--- config.mk ---
export PLATFORM = sky130hd
export DESIGN_NAME = uart_rx_flat
export DESIGN_NICKNAME = d
export VERILOG_FILES = /design/src/rtl/uart_rx_if.sv /design/src/rtl/uart_rx.sv /design/src/flat_wrapper.sv
export SDC_FILE = /design/constraint.sdc
export NUM_CORES = 1
export LEC_CHECK = 0
export ABC_AREA = 1
export BUFFER_PORTS_ARGS = -buffer_cell sky130_fd_sc_hd__buf_2
export CAP_MARGIN = 20
export CORE_MARGIN = 3
export CORE_UTILIZATION = 50
export CTS_CLUSTER_DIAMETER = 120
export CTS_CLUSTER_SIZE = 40
export DETAILED_ROUTE_END_ITERATION = 16
export PLACE_DENSITY = 0.79
export RECOVER_POWER = 50
export SKIP_CTS_REPAIR_TIMING = 1
export SLEW_MARGIN = 0
export SYNTH_ARGS = -nofsm -noshare
export SYNTH_HDL_FRONTEND = slang
export SYNTH_SLANG_ARGS = --single-unit
export TNS_END_PERCENT = 50
--- constraint.sdc ---
create_clock -name CLK -period 3.5 [get_ports CLK]
set_input_delay 0.175 -clock CLK [delete_from_list [all_inputs] [get_ports CLK]]
set_output_delay 0.175 -clock CLK [all_outputs]
set_load 0.005 [all_outputs]
--- src/rtl/uart_rx_if.sv ---
// Receive-side bundle of the UART link: serial line and frame config in,
// recovered word and frame status out.
interface uart_rx_if #(
    parameter int DATA_WIDTH     = 8,
    parameter int PRESCALE_WIDTH = 6
);
    logic                      RX_IN;
    logic [PRESCALE_WIDTH-1:0] Prescale;
    logic                      PAR_EN;
    logic                      PAR_TYP;
    logic [DATA_WIDTH-1:0]     P_DATA;
    logic                      Data_Valid;
    logic                      par_err;
    logic                      stp_err;

    modport master (
        output RX_IN, Prescale, PAR_EN, PAR_TYP,
        input  P_DATA, Data_Valid, par_err, stp_err
    );

    modport slave (
        input  RX_IN, Prescale, PAR_EN, PAR_TYP,
        output P_DATA, Data_Valid, par_err, stp_err
    );
endinterface

--- src/rtl/uart_rx.sv ---
// Oversampling UART receiver: 2-of-3 vote at mid-bit, optional parity, one stop
// bit; exits mid-stop-bit so back-to-back frames resync on the next start edge.
module uart_rx #(
    parameter int DATA_WIDTH     = 8,
    parameter int PRESCALE_WIDTH = 6
) (
    input logic      CLK,
    input logic      RST,
    uart_rx_if.slave bus
);
    localparam int PW = PRESCALE_WIDTH;
    localparam int BW = $clog2(DATA_WIDTH + 1);

    typedef enum logic [2:0] {IDLE, START, DATA, PARITY, STOP} state_e;

    state_e                state_q, state_d;
    logic                  rx_s1_q, rx_s2_q;
    logic [PW-1:0]         presc_q, presc_d, edge_q, edge_d;
    logic [BW-1:0]         bit_q, bit_d;
    logic                  par_en_q, par_en_d, par_typ_q, par_typ_d;
    logic [DATA_WIDTH-1:0] shift_q, shift_d, pdata_q, pdata_d;
    logic                  smp0_q, smp0_d, smp1_q, smp1_d;
    logic                  stop_ok_q, stop_ok_d, par_bad_q, par_bad_d;
    logic                  valid_q, valid_d, par_err_q, par_err_d, stp_err_q, stp_err_d;

    logic          line, vote, at_s0, at_s1, at_s2, at_end, at_dec, frame_ok;
    logic [PW-1:0] half;

    assign line   = rx_s2_q;
    assign half   = presc_q >> 1;
    assign at_s0  = (edge_q == half - PW'(1));
    assign at_s1  = (edge_q == half);
    assign at_s2  = (edge_q == half + PW'(1));
    assign at_end = (edge_q == presc_q - PW'(1));
    // The at_end term guarantees an exit even for odd/unsupported Prescale values.
    assign at_dec = (edge_q == half + PW'(2)) || at_end;
    assign vote   = (smp0_q & smp1_q) | (smp0_q & line) | (smp1_q & line);
    assign frame_ok = stop_ok_q && !(par_en_q && par_bad_q);

    always_ff @(posedge CLK or negedge RST) begin
        if (!RST) begin
            rx_s1_q <= 1'b1;
            rx_s2_q <= 1'b1;
        end else begin
            rx_s1_q <= bus.RX_IN;
            rx_s2_q <= rx_s1_q;
        end
    end

    always_ff @(posedge CLK or negedge RST) begin
        if (!RST) begin
            state_q   <= IDLE;
            presc_q   <= '0;
            edge_q    <= '0;
            bit_q     <= '0;
            par_en_q  <= 1'b0;
            par_typ_q <= 1'b0;
            shift_q   <= '0;
            pdata_q   <= '0;
            smp0_q    <= 1'b1;
            smp1_q    <= 1'b1;
            stop_ok_q <= 1'b0;
            par_bad_q <= 1'b0;
            valid_q   <= 1'b0;
            par_err_q <= 1'b0;
            stp_err_q <= 1'b0;
        end else begin
            state_q   <= state_d;
            presc_q   <= presc_d;
            edge_q    <= edge_d;
            bit_q     <= bit_d;
            par_en_q  <= par_en_d;
            par_typ_q <= par_typ_d;
            shift_q   <= shift_d;
            pdata_q   <= pdata_d;
            smp0_q    <= smp0_d;
            smp1_q    <= smp1_d;
            stop_ok_q <= stop_ok_d;
            par_bad_q <= par_bad_d;
            valid_q   <= valid_d;
            par_err_q <= par_err_d;
            stp_err_q <= stp_err_d;
        end
    end

    always_comb begin
        state_d   = state_q;
        presc_d   = presc_q;
        edge_d    = at_end ? '0 : edge_q + PW'(1);
        bit_d     = bit_q;
        par_en_d  = par_en_q;
        par_typ_d = par_typ_q;
        shift_d   = shift_q;
        pdata_d   = pdata_q;
        smp0_d    = at_s0 ? line : smp0_q;
        smp1_d    = at_s1 ? line : smp1_q;
        stop_ok_d = stop_ok_q;
        par_bad_d = par_bad_q;
        valid_d   = 1'b0;
        par_err_d = par_err_q;
        stp_err_d = stp_err_q;

        case (state_q)
            IDLE: begin
                edge_d = '0;
                bit_d  = '0;
                if (!line) begin
                    state_d   = START;
                    presc_d   = bus.Prescale;
                    par_en_d  = bus.PAR_EN;
                    par_typ_d = bus.PAR_TYP;
                end
            end
            START: begin
                if (at_s2 && vote)
                    state_d = IDLE;
                else if (at_end)
                    state_d = DATA;
            end
            DATA: begin
                if (at_s2)
                    shift_d = {vote, shift_q[DATA_WIDTH-1:1]};
                if (at_end) begin
                    if (bit_q == BW'(DATA_WIDTH - 1)) begin
                        bit_d   = '0;
                        state_d = par_en_q ? PARITY : STOP;
                    end else begin
                        bit_d = bit_q + BW'(1);
                    end
                end
            end
            PARITY: begin
                // Odd parity expects the inverse of the data XOR.
                if (at_s2)
                    par_bad_d = vote ^ (^shift_q) ^ par_typ_q;
                if (at_end)
                    state_d = STOP;
            end
            STOP: begin
                if (at_s2)
                    stop_ok_d = vote;
                if (at_dec) begin
                    stp_err_d = !stop_ok_q;
                    par_err_d = par_en_q && par_bad_q;
                    if (frame_ok) begin
                        pdata_d = shift_q;
                        valid_d = 1'b1;
                    end
                    state_d = IDLE;
                end
            end
            default: state_d = IDLE;
        endcase
    end

    assign bus.P_DATA     = pdata_q;
    assign bus.Data_Valid = valid_q;
    assign bus.par_err    = par_err_q;
    assign bus.stp_err    = stp_err_q;
endmodule

--- src/flat_wrapper.sv ---
// flat-port wrapper written by rule: the top's interface ports become plain ports
module uart_rx_flat 
#(
    parameter int DATA_WIDTH     = 8,
    parameter int PRESCALE_WIDTH = 6
)
  (CLK, RST, bus_RX_IN, bus_Prescale, bus_PAR_EN, bus_PAR_TYP, bus_P_DATA, bus_Data_Valid, bus_par_err, bus_stp_err);
  uart_rx_if #(.DATA_WIDTH(DATA_WIDTH), .PRESCALE_WIDTH(PRESCALE_WIDTH)) bus_i ();
  input logic CLK;
  input logic RST;
  input wire logic [$bits(bus_i.RX_IN)-1:0] bus_RX_IN;
  input wire logic [$bits(bus_i.Prescale)-1:0] bus_Prescale;
  input wire logic [$bits(bus_i.PAR_EN)-1:0] bus_PAR_EN;
  input wire logic [$bits(bus_i.PAR_TYP)-1:0] bus_PAR_TYP;
  output wire logic [$bits(bus_i.P_DATA)-1:0] bus_P_DATA;
  output wire logic [$bits(bus_i.Data_Valid)-1:0] bus_Data_Valid;
  output wire logic [$bits(bus_i.par_err)-1:0] bus_par_err;
  output wire logic [$bits(bus_i.stp_err)-1:0] bus_stp_err;
  assign bus_i.RX_IN = bus_RX_IN;
  assign bus_i.Prescale = bus_Prescale;
  assign bus_i.PAR_EN = bus_PAR_EN;
  assign bus_i.PAR_TYP = bus_PAR_TYP;
  assign bus_P_DATA = bus_i.P_DATA;
  assign bus_Data_Valid = bus_i.Data_Valid;
  assign bus_par_err = bus_i.par_err;
  assign bus_stp_err = bus_i.stp_err;
  uart_rx #(.DATA_WIDTH(DATA_WIDTH), .PRESCALE_WIDTH(PRESCALE_WIDTH)) u_core (.CLK(CLK), .RST(RST), .bus(bus_i));
endmodule
* After elaboration in Yosys (flattened, before gate mapping) *
Cells that the tools add are included.
W data, S select, Z words.

cells by class
  bitwise gates (word level) = 8
  add/sub/neg operators = 6
  muxes and demuxes = 17
  reduce and logical (&&, ||, !) cells = 17
  eq/ne operators = 16

operator list
  operator               number
  $eq A6 B6 Y1           4
  $mux W3                8
  $pmux W3 S5            1
  $mux W6                2
  $reduce_and A2 Y1      6
  $mux W4                2
  $ne A2 B1 Y1 const B   4
  $pmux W4 S2            1
  $reduce_xor A8 Y1      1
  $add A5 B1 Y6 const B  1
  $add A5 B2 Y6 const B  1
  $add A6 B1 Y6 const B  1
  $eq A3 B2 Y1 const B   2
  $eq A6 B5 Y1           1
  $reduce_and A6 Y1      1
  $sub A5 B1 Y6 const B  1
  $sub A6 B1 Y6 const B  1
  $add A4 B1 Y4 const B  1
  $eq A4 B3 Y1 const B   1
  $and A1 B1 Y1          3
  $eq A3 B1 Y1 const B   1
  $eq A3 B3 Y1 const B   1
  $logic_and A1 B1 Y1    3
  $logic_not A3 Y1       1
  other kinds (10)       15

word-level totals
  register bits after elaboration = 46
  input port bits = 11
  word-level logic and storage cells = 81

* Logic depth before layout (Yosys ltp) *
  word-level depth = 6
  gate-level depth with buffers = 15

* Worst setup path after synthesis *
Ideal clock, no wire load.

  path type = register -> register
  from = register u_core.presc_q[3]
  to = register u_core.pdata_q[0] (netlist: u_core.bus.P_DATA[0])
  data arrival time = 1623 ps
  buffers on the path = 0
  setup time = 117 ps
  setup slack = 1760 ps
  cell stages (with the launch flop) = 11
  period minus slack after synthesis = 1740 ps
  data required time = 3383 ps
  cells stage by stage = dfrtp_1 inv_2 ha_1 xnor2_1 nand3_1 nor2_1 nand2_1 nand2_2 nand4_4 nand2_1 nand2_1

on the way
  word-level cells in the longest chain between the ends = 4
  elaborated cells on any way between the ends = 6
  classes of those cells = add/sub (2); eq/ne (2); reduce/logical (2)

RTL lines
  item                                            line                          source
  start: declaration                              uart_rx.sv:18                 logic [PW-1:0] presc_q, presc_d, edge_q, edge_d;
  start signal: assignment                        uart_rx.sv:69                 presc_q <= presc_d;
  $sub A6 B1 Y6 or $add A5 B2 Y6 (tied branches)  uart_rx.sv:34, uart_rx.sv:36
  $eq A6 B6 Y1 (on tied branches)                 uart_rx.sv:34, uart_rx.sv:36
  $logic_or A1 B1 Y1 (*)                          uart_rx.sv:36                 assign at_dec = (edge_q == half + PW'(2)) || at_end;
  $reduce_and A3 Y1 (no line) (*)                 --
  end signal: assignment                          uart_rx.sv:75                 pdata_q <= pdata_d;
  end: declaration                                uart_rx.sv:21                 logic [DATA_WIDTH-1:0] shift_q, shift_d, pdata_q, pdata_d;

Every way passes the cells marked *; elsewhere a longest branch is shown, timed or not.
A chain may end at the register's enable or synchronous reset.

* Final worst setup path *
  from = register u_core.presc_q[1]
  to = register u_core.state_q[1]

on the way
  word-level cells in the longest chain between the ends = 5
  elaborated cells on any way between the ends = 15
  classes of those cells = add/sub (3); eq/ne (7); mux (2); reduce/logical (3)

RTL lines
  item                                                        line                                         source
  $sub A6 B1 Y6 (tied with other cells)                       uart_rx.sv:34                                assign at_end = (edge_q == presc_q - PW'(1));
  $eq A6 B6 Y1 (on tied branches)                             uart_rx.sv:34, uart_rx.sv:33, uart_rx.sv:36
  $logic_or A1 B1 Y1 or $logic_and A1 B1 Y1 (tied branches)   uart_rx.sv:36, uart_rx.sv:115
  $ne A2 B1 Y1 (no line) (tied with other cells)              --
  $reduce_and A6 Y1 (no line) or $pmux W3 S5 (tied branches)  --
  end signal: assignment                                      uart_rx.sv:68                                state_q <= state_d;
  end: declaration                                            uart_rx.sv:16                                state_e state_q, state_d;

Several ways; a longest one is shown, not always the timed one.

==> out/metrics.cfg <==
[run_status]
status=completed

[grt]
antenna_found_initial=0
grt_pass1_vias=2161
grtUsageTotal_pct=19.25
grt_overflow=0
grt_max_degree=47
grt_pass1_wl_um=9680

[synth]
syn_area_um2=2743
ys_types=38
synth_seq_area_share_pct=42.15
netlist_instances=357
avgSynthCellArea_um2=7.682
syn_nets=376
yosys_warnings=0
ys_ff_latch=46

[final_layout]
regArea_um2=1156
final_area_um2=3044
fill_cells=496
area_delta_synth_final_pct=10.99
stdcell_count=455
nets=403
layout-drive-gt1-share_pct=18.44
multi_input_area_um2=1413
n_antenna_cell=0
finalCoreUtilization_pct=58.49

[die]
die_y_um=80.06
core_um2=5205
io_pins=22
rows=26
die_area_um2=6410
initial_core_util_pct=52.69
die_w_um=80.06

[critical_path]
startpoint=u_core.presc_q[1]$_DFFE_PN0P_
end_kind=flop
arrival_ns=2.35
slowest_delay_ns=0.51
crit_top_cell=nand2_1
cp_max_fo=7
crit_type=flop to flop
rr_startpoint=u_core.presc_q[1]$_DFFE_PN0P_
critPathLaunchType=flop
critical_path.cell_chain=inv_2 -> ha_1 -> xnor2_1 -> nand2_1 -> nor2_4 -> nand3_2 -> nand2_1 -> nand2_1 -> nand2_2 -> nand2_2 -> nand2_1 -> nand2_1
cp_slowest_cell=dfrtp_1
cp.required_ns=3.71

[sta]
worst_pin_slew_ns=0.5712
finalSetupViolations=0
period_needed_ns=2.148
maxSlewHeadroom_pct=61.83
max_freq_ghz=0.4655
hold_viol=0
fin_crit_sh_pct=61.38
rsz0062_at_grt=no
setup_tns_ns=0
fin_ws_ns=1.352
skew_ns=0.009566
finalMaxSlewViolations=0
holdWs_ns=0.09857

[pwr]
total_power_mw=2.173
power_density_nw_per_um2=713.7
leakage_nw=1.576
vdd_drop_max_uv=365.2

[route]
antenna_left=0
drtIter0Drc=207
routedWlPerCell_um=12.54
drc=0
dr.pass1.iters=4
vias=2331
vias_per_cell=5.123
wl_um=5704

[clock_tree]
cts.htree.levels=2
cts_sinks=46
clock_latency_ns=0.31
cts_tree=yes
cts.clk_slew.worst_paths_ns=0.10
cts_buffers=5
root_buffer=clkbuf_8
clk_path_buf_depth=2

[placed_design]
dp_hpwl_um=4227
io_buffers=21
post_dp_cell_area_um2=2915
place_ws_ns=1.455
gp_congestion=0.9045
dp_cells=444

[hold_path]
min_from=bus_PAR_TYP
min_path_type=input port to flop

[flow_run]
maxCapViolCount=0

-- flip-flops by register name, indices dropped and copies added (netlist names) --
| register | count |
|---|---|
| u_core.bit_q | 4 |
| u_core.bus.Data_Valid | 1 |
| u_core.bus.P_DATA | 8 |
| u_core.bus.par_err | 1 |
| u_core.bus.stp_err | 1 |
| u_core.edge_q | 6 |
| u_core.line | 1 |
| u_core.par_bad_q | 1 |
| u_core.par_en_q | 1 |
| u_core.par_typ_q | 1 |
| u_core.presc_q | 6 |
| u_core.rx_s1_q | 1 |
| u_core.shift_q | 8 |
| u_core.smp0_q | 1 |
| u_core.smp1_q | 1 |
| u_core.state_q | 3 |
| u_core.stop_ok_q | 1 |
-- synth_stat cells --
library cell	number	area share, %
a21oi_1	11	2.0
a21oi_4	1	0.59
a22oi_1	1	0.27
a31oi_1	1	0.23
buf_2	1	0.18
buf_4	1	0.27
clkbuf_1	2	0.27
dfrtp_1	42	38
dfstp_2	4	3.8
ha_1	8	3.6
inv_1	28	3.8
inv_2	13	1.8
mux2_2	1	0.41
nand2_1	123	17
nand2_2	7	1.6
nand2_4	1	0.41
nand3_1	27	4.9
nand3_2	2	0.73
nand3_4	1	0.64
nand3b_1	1	0.27
nand4_1	2	0.46
nand4_4	1	0.78
nor2_1	24	3.3
nor2_2	3	0.68
nor2_4	3	1.2
nor3_1	3	0.55
nor3_2	1	0.36
nor3b_1	1	0.27
nor4_1	1	0.23
o2111ai_1	1	0.32
o21a_1	1	0.27
o21ai_0	13	2.4
o21ai_1	5	0.91
o21ai_2	4	1.3
o21ai_4	1	0.59
or2_2	1	0.23
xnor2_1	9	2.9
xor2_1	7	2.2
-- worst paths after layout --
kind / end / slack (ns) / depth (start not counted)
worst max register to register: u_core.state_q[1]$_DFFE_PN0P_ / 1.35 / 12
worst max-delay path: u_core.state_q[1]$_DFFE_PN0P_ / 1.35 / 12
worst min-delay path: u_core.par_typ_q$_DFFE_PN0P_ / 0.1 / 2
worst min register to register: u_core.line$_DFF_PN1_ / 0.37 / 0
min in group asynchronous: u_core.presc_q[1]$_DFFE_PN0P_ / 0.34 / 2
max in group asynchronous: u_core.line$_DFF_PN1_ / 2.51 / 3
-- cells by family (layout without fill, tap and decap cells) --
family                     Yosys count  in the layout  share of synthesized area (%)
muxes                                1              1                         0.4106
AOI/OAI and AO/OA                   39             39                          8.851
buffers and inverters               45             73                          6.341
adders and majority gates            8              8                          3.650
xor gates and xnor gates            16             16                          5.110
DFF                                 46             46                          42.15
and+or+nand+nor                    202            202                          33.49
-- cells in the final DEF (no fill, tap or decap), drive strengths merged, types with 2 or more instances in the layout --
cell and n:
a21oi 12, buf 19, clkbuf 8, clkinvlp 2, dfrtp 42, dfstp 4, dlygate4sd3 2, ha 8
inv 42, nand2 131, nand3 30, nand4 3, nor2 30, nor3 4, o21ai 23, xnor2 9
xor2 7
-- worst max-delay path, delay by kind of cell, from the launching register on --
family,cells,cell delay [ns]
and+or+nand+nor,9,0.81
DFF,1,0.51
adders and majority gates,1,0.33
xor gates and xnor gates,1,0.23
buffers and inverters,1,0.15
-- area by class of cell --
type	count	share of cell area (%)
clock buffer	5	2.261
clock inverter	3	0.7809
inverter	41	5.055
multi-input combinational	266	46.40
sequential	46	37.98
tap	70	2.877
timing repair buffer	24	4.644
-- routing by layer --
layer | GRT usage, % | vias to the layer above | wire, um
met2 | 30.88 | 50 | 2519
met5 | 0 | - | 0
met1 | 26.55 | 1083 | 2832
met3 | 3.475 | 9 | 254
li1 | - | 1189 | -
met4 | 5.743 | 0 | 98
-- power breakdown --
part	leakage [nW]	switching, mW	internal (mW)	total (mW)
clock network	0.0408	0.203	0.143	0.346
registers	0.598	0.148	0.641	0.788
logic	0.937	0.676	0.362	1.04
No activity file was read; power rests on OpenSTA's default activity.
